[config.mk]
export PLATFORM = sky130hd
export DESIGN_NAME = pipe_hazard_ctl
export DESIGN_NICKNAME = d
export VERILOG_FILES = /design/src/rtl/pipe_hazard_ctl.sv
export SDC_FILE = /design/constraint.sdc
export NUM_CORES = 1
export LEC_CHECK = 0
export ABC_CLOCK_PERIOD_IN_PS = 4100
export CORE_MARGIN = 1
export CORE_UTILIZATION = 38
export DETAILED_ROUTE_END_ITERATION = 8
export PLACE_DENSITY = 0.85
export SYNTH_ARGS = -nofsm -noshare
export SYNTH_HDL_FRONTEND = slang
export SYNTH_SLANG_ARGS = --single-unit
[constraint.sdc]
create_clock -name clk -period 4.1 [get_ports clk]
set_clock_uncertainty 0.15 [all_clocks]
set_input_delay 0.82 -clock clk [delete_from_list [all_inputs] [get_ports clk]]
set_output_delay 0.82 -clock clk [all_outputs]
set_load 0.005 [all_outputs]
[src/rtl/pipe_hazard_ctl.sv]
// Hazard/sequencing controller for the 5-stage pipeline: load-use stall, redirect flush,
// multi-cycle multiply hold, trap drain and halt. Optional stall counter: HAZ_PERF_CNT_EN.
module pipe_hazard_ctl #(
  parameter int MUL_LAT      = 4,
  parameter int DRAIN_CYCLES = 3,
  parameter int CNT_W        = 4
) (
  input  logic        clk,
  input  logic        reset,
  input  logic        id_valid,
  input  logic [4:0]  id_r1,
  input  logic [4:0]  id_r2,
  input  logic        id_use_r1,
  input  logic        id_use_r2,
  input  logic [4:0]  ex_destReg,
  input  logic        ex_RegWrite,
  input  logic        ex_MemToReg,
  input  logic        ex_mul,
  input  logic        ex_redirect,
  input  logic        ex_trap,
  input  logic        trap_resume,
  output logic        pc_stall,
  output logic        if_id_stall,
  output logic        if_id_flush,
  output logic        id_ex_stall,
  output logic        id_ex_flush,
  output logic        ex_mem_flush,
  output logic        halted,
  output logic [31:0] stall_cycles
);

  typedef enum logic [1:0] {
    S_RUN        = 2'd0,
    S_MUL_BUSY   = 2'd1,
    S_TRAP_DRAIN = 2'd2,
    S_HALT       = 2'd3
  } state_t;

  // The cycle that detects a multiply or trap already stalls/flushes, so the busy
  // states only cover the remaining MUL_LAT-2 and DRAIN_CYCLES-1 cycles.
  localparam int MUL_BUSY_CYC = (MUL_LAT > 2) ? MUL_LAT - 2 : 0;
  localparam int DRAIN_CYC    = (DRAIN_CYCLES > 1) ? DRAIN_CYCLES - 1 : 0;
  localparam logic [CNT_W-1:0] MUL_LOAD   = CNT_W'(MUL_BUSY_CYC);
  localparam logic [CNT_W-1:0] DRAIN_LOAD = CNT_W'(DRAIN_CYC);
  localparam logic [CNT_W-1:0] CNT_ONE    = CNT_W'(1);

  state_t           r_state, w_state_nxt;
  logic [CNT_W-1:0] r_cnt, w_cnt_nxt;
  logic             w_haz_r1, w_haz_r2, w_load_use, w_last;

  assign w_haz_r1   = id_use_r1 && (id_r1 == ex_destReg);
  assign w_haz_r2   = id_use_r2 && (id_r2 == ex_destReg);
  assign w_load_use = id_valid && ex_RegWrite && ex_MemToReg &&
                      (ex_destReg != 5'd0) && (w_haz_r1 || w_haz_r2);
  assign w_last     = (r_cnt <= CNT_ONE);

  // NOTE: every output and next-state signal gets a default first so no latch is inferred.
  always_comb begin
    w_state_nxt  = r_state;
    w_cnt_nxt    = r_cnt;
    pc_stall     = 1'b0;
    if_id_stall  = 1'b0;
    if_id_flush  = 1'b0;
    id_ex_stall  = 1'b0;
    id_ex_flush  = 1'b0;
    ex_mem_flush = 1'b0;
    halted       = 1'b0;
    // NOTE: outputs are combinational, so they are gated by reset to read 0 the moment it asserts.
    if (reset) begin
      unique case (r_state)
        S_RUN: begin
          if (ex_trap) begin
            pc_stall    = 1'b1;
            if_id_flush = 1'b1;
            id_ex_flush = 1'b1;
            if (DRAIN_CYC == 0) begin
              w_state_nxt = S_HALT;
            end else begin
              w_state_nxt = S_TRAP_DRAIN;
              w_cnt_nxt   = DRAIN_LOAD;
            end
          end else if (ex_redirect) begin
            if_id_flush = 1'b1;
            id_ex_flush = 1'b1;
          end else if (ex_mul && (MUL_LAT > 1)) begin
            pc_stall     = 1'b1;
            if_id_stall  = 1'b1;
            id_ex_stall  = 1'b1;
            ex_mem_flush = 1'b1;
            if (MUL_BUSY_CYC != 0) begin
              w_state_nxt = S_MUL_BUSY;
              w_cnt_nxt   = MUL_LOAD;
            end
          end else if (w_load_use) begin
            pc_stall    = 1'b1;
            if_id_stall = 1'b1;
            id_ex_flush = 1'b1;
          end
        end
        S_MUL_BUSY: begin
          pc_stall     = 1'b1;
          if_id_stall  = 1'b1;
          id_ex_stall  = 1'b1;
          ex_mem_flush = 1'b1;
          w_cnt_nxt    = r_cnt - CNT_ONE;
          if (w_last) w_state_nxt = S_RUN;
        end
        S_TRAP_DRAIN: begin
          pc_stall    = 1'b1;
          if_id_flush = 1'b1;
          id_ex_flush = 1'b1;
          w_cnt_nxt   = r_cnt - CNT_ONE;
          if (w_last) w_state_nxt = S_HALT;
        end
        S_HALT: begin
          halted      = 1'b1;
          pc_stall    = 1'b1;
          if_id_flush = 1'b1;
          id_ex_flush = 1'b1;
          if (trap_resume) w_state_nxt = S_RUN;
        end
        default: w_state_nxt = S_RUN;
      endcase
    end
  end

  // NOTE: state flops use non-blocking assignments so every flop samples pre-edge values.
  always_ff @(posedge clk or negedge reset) begin
    if (!reset) begin
      r_state <= S_RUN;
      r_cnt   <= '0;
    end else begin
      r_state <= w_state_nxt;
      r_cnt   <= w_cnt_nxt;
    end
  end

`ifdef HAZ_PERF_CNT_EN
  logic [31:0] r_stall_cycles;

  always_ff @(posedge clk or negedge reset) begin
    if (!reset) begin
      r_stall_cycles <= '0;
    end else if (pc_stall && (r_state != S_HALT)) begin
      r_stall_cycles <= r_stall_cycles + 32'd1;
    end
  end

  assign stall_cycles = r_stall_cycles;
`else
  assign stall_cycles = 32'd0;
`endif

endmodule

### Word level (Yosys, flattened, before mapping)

Index checks and enable logic that the tools add are counted.
Widths: inputs -> output; s select.

| word-level totals | value |
|---|---|
| memory bits (writable) | 0 |
| word-level logic and storage cells | 65 |
| input port bits | 26 |
| bits in read-only memories | 0 |
| register bits after elaboration | 6 |
| memories | 0 |
| output and inout bits | 39 |
| bits in latches | 0 |

| cells by class | value |
|---|---|
| shift operators | 0 |
| $add $sub $neg | 1 |
| multiplexer cells | 36 |
| bitwise logic cells | 0 |
| $mul | 0 |
| reduce and logical (&&, ||, !) cells | 15 |
| magnitude comparators | 1 |
| div/mod/pow operators | 0 |
| equal/unequal tests | 10 |

Operator list:

| kind | count |
|---|---|
| $mux 1 | 20 |
| $mux 2 | 6 |
| $mux 4 | 3 |
| $eq 5x5->1 | 2 |
| $pmux 1 s2 | 5 |
| $pmux 2 s4 | 1 |
| $pmux 4 s2 | 1 |
| $logic_and 1x1->1 | 6 |
| $ne 2x2->1 const B | 3 |
| $ne 3x3->1 const B | 2 |
| $reduce_and 6->1 | 1 |
| $reduce_bool 5->1 | 1 |
| $eq 2x2->1 const B | 2 |
| $le 4x1->1 const B | 1 |
| $reduce_and 4->1 | 1 |
| $reduce_or 2->1 | 2 |
| $sub 4x1->4 const B | 1 |
| $reduce_or 3->1 | 1 |
| $eq 2x1->1 const B | 1 |
| $logic_not 2->1 | 1 |
| $reduce_bool 2->1 | 1 |
| $logic_or 1x1->1 | 1 |

### Longest topological paths before layout

| logic depth | value |
|---|---|
| depth after elaboration | 10 |
| gate-level depth with buffers | 6 |
| mapped depth without buffers | 6 |

### Worst setup path before layout

No wires, ideal clock.

| path | value |
|---|---|
| kind | input to output |
| from | input ex_destReg[2] |
| to | output id_ex_flush |
| stages | 4 |
| data arrival time | 1.546 ns |
| required time | 3.130 ns |
| slack | 1.584 ns |
| buffers on the path | 0 |
| cells stage by stage | xor2_1 -> nor4_2 -> a32oi_1 -> o21bai_1 |

| between the ends | value |
|---|---|
| word-level cells in the longest chain between the ends | 10 |
| elaborated cells between the ends (all ways) | 14 |
| classes of those cells | 2 x eq/ne; 6 x mux; 6 x reduce/logical |

RTL lines:

| what | line | text |
|---|---|---|
| from (decl) | 15 | `input logic [4:0] ex_destReg,` |
| $eq 5x5->1 (on tied branches) | 51, 52 |  |
| $logic_and 1x1->1 (on tied branches) | 51, 52 |  |
| $logic_or 1x1->1 | 54 | `(ex_destReg != 5'd0) && (w_haz_r1 \|\| w_haz_r2);` |
| $logic_and 1x1->1 (*) | 54 |  |
| $mux 1 (*) | 94 | `end else if (w_load_use) begin` |
| $mux 1 (*) | 85 | `end else if (ex_mul && (MUL_LAT > 1)) begin` |
| $mux 1 (*) | 82 | `end else if (ex_redirect) begin` |
| $mux 1 (*) | 72 | `if (ex_trap) begin` |
| $pmux 1 s2 (*) | 70 | `unique case (r_state)` |
| $mux 1 (*) | 69 | `if (reset) begin` |
| to (decl) | 26 | `output logic id_ex_flush,` |

Mark *: on every way between the ends. The rest lies on a longest branch, timed or not.

### Worst setup path in the final report

| path | value |
|---|---|
| from | input ex_destReg[1] |
| to | output id_ex_flush |

Same word-level chain as after synthesis.

==> impl_results.md <==
* Crit Path Category: input pin to primary output
* Hold Fails Final Rpt at 0
* Worst-path fanout max at 3
* RSZ-0062 raised after global routing: false
* Endpoint class of the critical path: primary output
* Layout Nets at roughly 180
* Final HPWL DP at 1639 um
* Sequential share of the synthesized area at 15.87%
* Drt pass-1 iters at 4
* DR vias at just under 800
* HP Class: flip-flop to flip-flop
* Final worst slack at between 0.4 and 0.5 ns
* Commonest non-fill, non-tap cells in the layout: conb_1, clkdlybuf4s50_1, xor2_1, ha_1, dfrtp_1
* CP cell instances: clkdlybuf4s50_1, xor2_1, nor4_2, a32oi_1, o21bai_1, clkdlybuf4s50_1
* Comb pwr share at about two thirds
* Cell leakage power at 0.0005326 uW
* Switching Fraction at between 40% and 50%
* Routed Antenna Nets at 0
* Setup TNS at 0 ns
* CTS max path bufs at 2
* Final Non-Filler Cells at 174
* Routed WL at between 1500 and 2000 um
* Count of final setup violators at 0
* Critical path launch point: ex_destReg[1]
* Cts hold-fix bufs at 0
* GP Congestion at 0.8645
* Cell repeated most along the worst path: clkdlybuf4s50_1
* 1st-iter DRT viols at 11
* Initial antenna violation count at 0
* Vias in the first global route at 683
* GR Overflow Total at 0
* Core ar. at between 2000 and 2500 um^2
* Crit share post-route at 88.28%
* Cell Area, Synth at about 950 um^2
* Outcome: completed
* Total track usage at between 10 and 15%
* Row count at 17
* Max-Cap Viols at 0
* DR vias/cell at ~4.5
* Global-route wire length before repair at just under 3000 um
* Worst R2R Start: r_state[0]
* CTS Root Cell: clkbuf_4
* Yosys synthesis warning count at 0
* DR WL/cell at roughly 11 um
* Setup repair bufs after CTS at 0
* Die height at a little over 50 um
* Share of cells above drive strength 1 at between 5 and 6%
* Hold wc startpoint: r_cnt[3]
* Max Slew Vio Count at 0
* Slowest library cell on the worst path: clkdlybuf4s50_1
* CP startpoint kind: input pin
* Largest net degree at the start of global routing at 12
* Num CTS Buffers at 3
* P_sw at approximately 210 uW
* FF+latch count, synth at 6
* P_int at approximately 300 uW
* # port buffers at 32
* Worst vdd ir at 0.0003688 V
* Synth-to-layout area growth at 26.85%
* H-tree depth at 1
* Final min period at 3.619 ns
* CP Data Arrival Time at around 2.7 ns
* CTS tree: built
* CP max stage delay at approximately 0.52 ns
* Synthesized instance count at 112
* Top-Level Pins at 65
* Clock transition at path regs at approximately 0.050 ns
* Peak Freq at 276.3 MHz
* Mapped Avg Cell Area at roughly 8.4 um^2
* Place WS at 0.4784 ns
* Initial core utilization at about two fifths
* CP required at 3.13 ns
* Sequential Power Share at about a quarter
* Worst-skew pair later-pin latency at 0.25 ns
* Post-CTS sizing at 0
* DRC viols at 0
* DP Cell Count at roughly 170
* DIE AREA at roughly 2700 um^2
* Clk sink count at 6
* Distinct cells, synth at 35
* Diodes inserted at 0
* PwrDens at 420.0 nW/um^2
* Clock power share at around 11%
* Die Wd at slightly above 50 um
==> registers in the layout (all words and copies together), names as in the netlist <==
name	flops
r_cnt	4
r_state	2
==> kinds of logic after synthesis <==
logic type,count (synthesis),share of synthesized area (%)
mux,3,3.175
other cells,1,0.3964
buf+inv,37,27.78
flops,6,15.87
fa+ha+maj,8,10.58
simple gates,26,17.86
xor+xnor,10,9.260
compound gates,21,15.08
==> synthesized netlist by cell type (all sizes together) <==
| cell type | instances | area [um^2] |
|---|---|---|
| a21oi | 3 | 15.01 |
| a22o | 2 | 17.52 |
| a32oi | 2 | 17.52 |
| and2 | 2 | 12.52 |
| and2b | 1 | 7.510 |
| buf | 33 | 247.7 |
| conb | 1 | 3.750 |
| dfrtp | 6 | 150.1 |
| ha | 8 | 100.1 |
| inv | 4 | 15.01 |
| mux2i | 3 | 30.03 |
| nand2 | 3 | 11.26 |
| nand2b | 5 | 31.28 |
| nand3 | 2 | 10.01 |
| nand3b | 1 | 7.510 |
| nand4bb | 1 | 11.26 |
| nor2 | 3 | 11.26 |
| nor2b | 2 | 12.51 |
| nor3 | 2 | 15.01 |
| nor3b | 1 | 12.51 |
| nor4 | 2 | 18.77 |
| o21a | 1 | 7.510 |
| o21ai | 8 | 43.79 |
| o21bai | 2 | 15.01 |
| o221ai | 1 | 8.760 |
| o31ai | 1 | 7.510 |
| o32a | 1 | 10.01 |
| or4 | 1 | 7.510 |
| xnor2 | 2 | 17.52 |
| xor2 | 8 | 70.07 |
==> path summary, 6_finish.rpt <==
kind                            cells after the start          end  slack [ns]
worst max-delay path                                6  id_ex_flush        0.48
worst max register to register                      6   r_state[0]        2.29
max in group asynchronous                           2     r_cnt[1]        2.79
worst min register to register                      1     r_cnt[3]        0.42
worst min-delay path                                1     r_cnt[3]        0.42
min in group asynchronous                           2     r_cnt[0]        0.85
==> per-stage QoR <==
step | total power (uW) | cell area (um^2) | utilization (%) | hold slack, ns
after floorplan | 352.7 | 1062 | - | 0.3631
after global placement | 432.0 | 1177 | 51.73 | 0.3944
after detailed placement | 449.1 | 1177 | 51.73 | 0.4109
after CTS | 506.3 | 1200 | 52.72 | 0.4216
after global routing | 554.8 | 1200 | 52.72 | 0.4486
final | 503.9 | 1200 | 52.72 | 0.4217
==> cell type report <==
type / count / area, um^2
Fill cell: 210 / 1076
Multi-Input combinational cell: 100 / 649.4
Timing Repair Buffer: 33 / 327.8
Sequential cell: 6 / 150.1
Tap cell: 28 / 35.03
Clock buffer: 3 / 22.52
Inverter: 4 / 15.01
==> worst max-delay path, delay by kind of cell <==
| kind | cells | cell delay [ns] |
|---|---|---|
| buffers and inverters | 2 | 0.99 |
| AOI/OAI and AO/OA | 2 | 0.36 |
| and+or+nand+nor | 1 | 0.27 |
| xor gates and xnor gates | 1 | 0.21 |
==> power groups by stage <==
stage	registers, uW	logic (uW)	clock network [uW]
final	122	328	54.5
after floorplan	114	239	0
after CTS	121	329	56.3
after detailed placement	122	327	0
after global placement	119	313	0
after global routing	127	368	59.5
==> metal layers <==
metal  wire length, um  track usage, %
met2               953           26.71
met1               744           15.69
met3               202           4.386
met4                14           4.054
met5                 0               0
No activity file was read; power rests on OpenSTA's default activity.
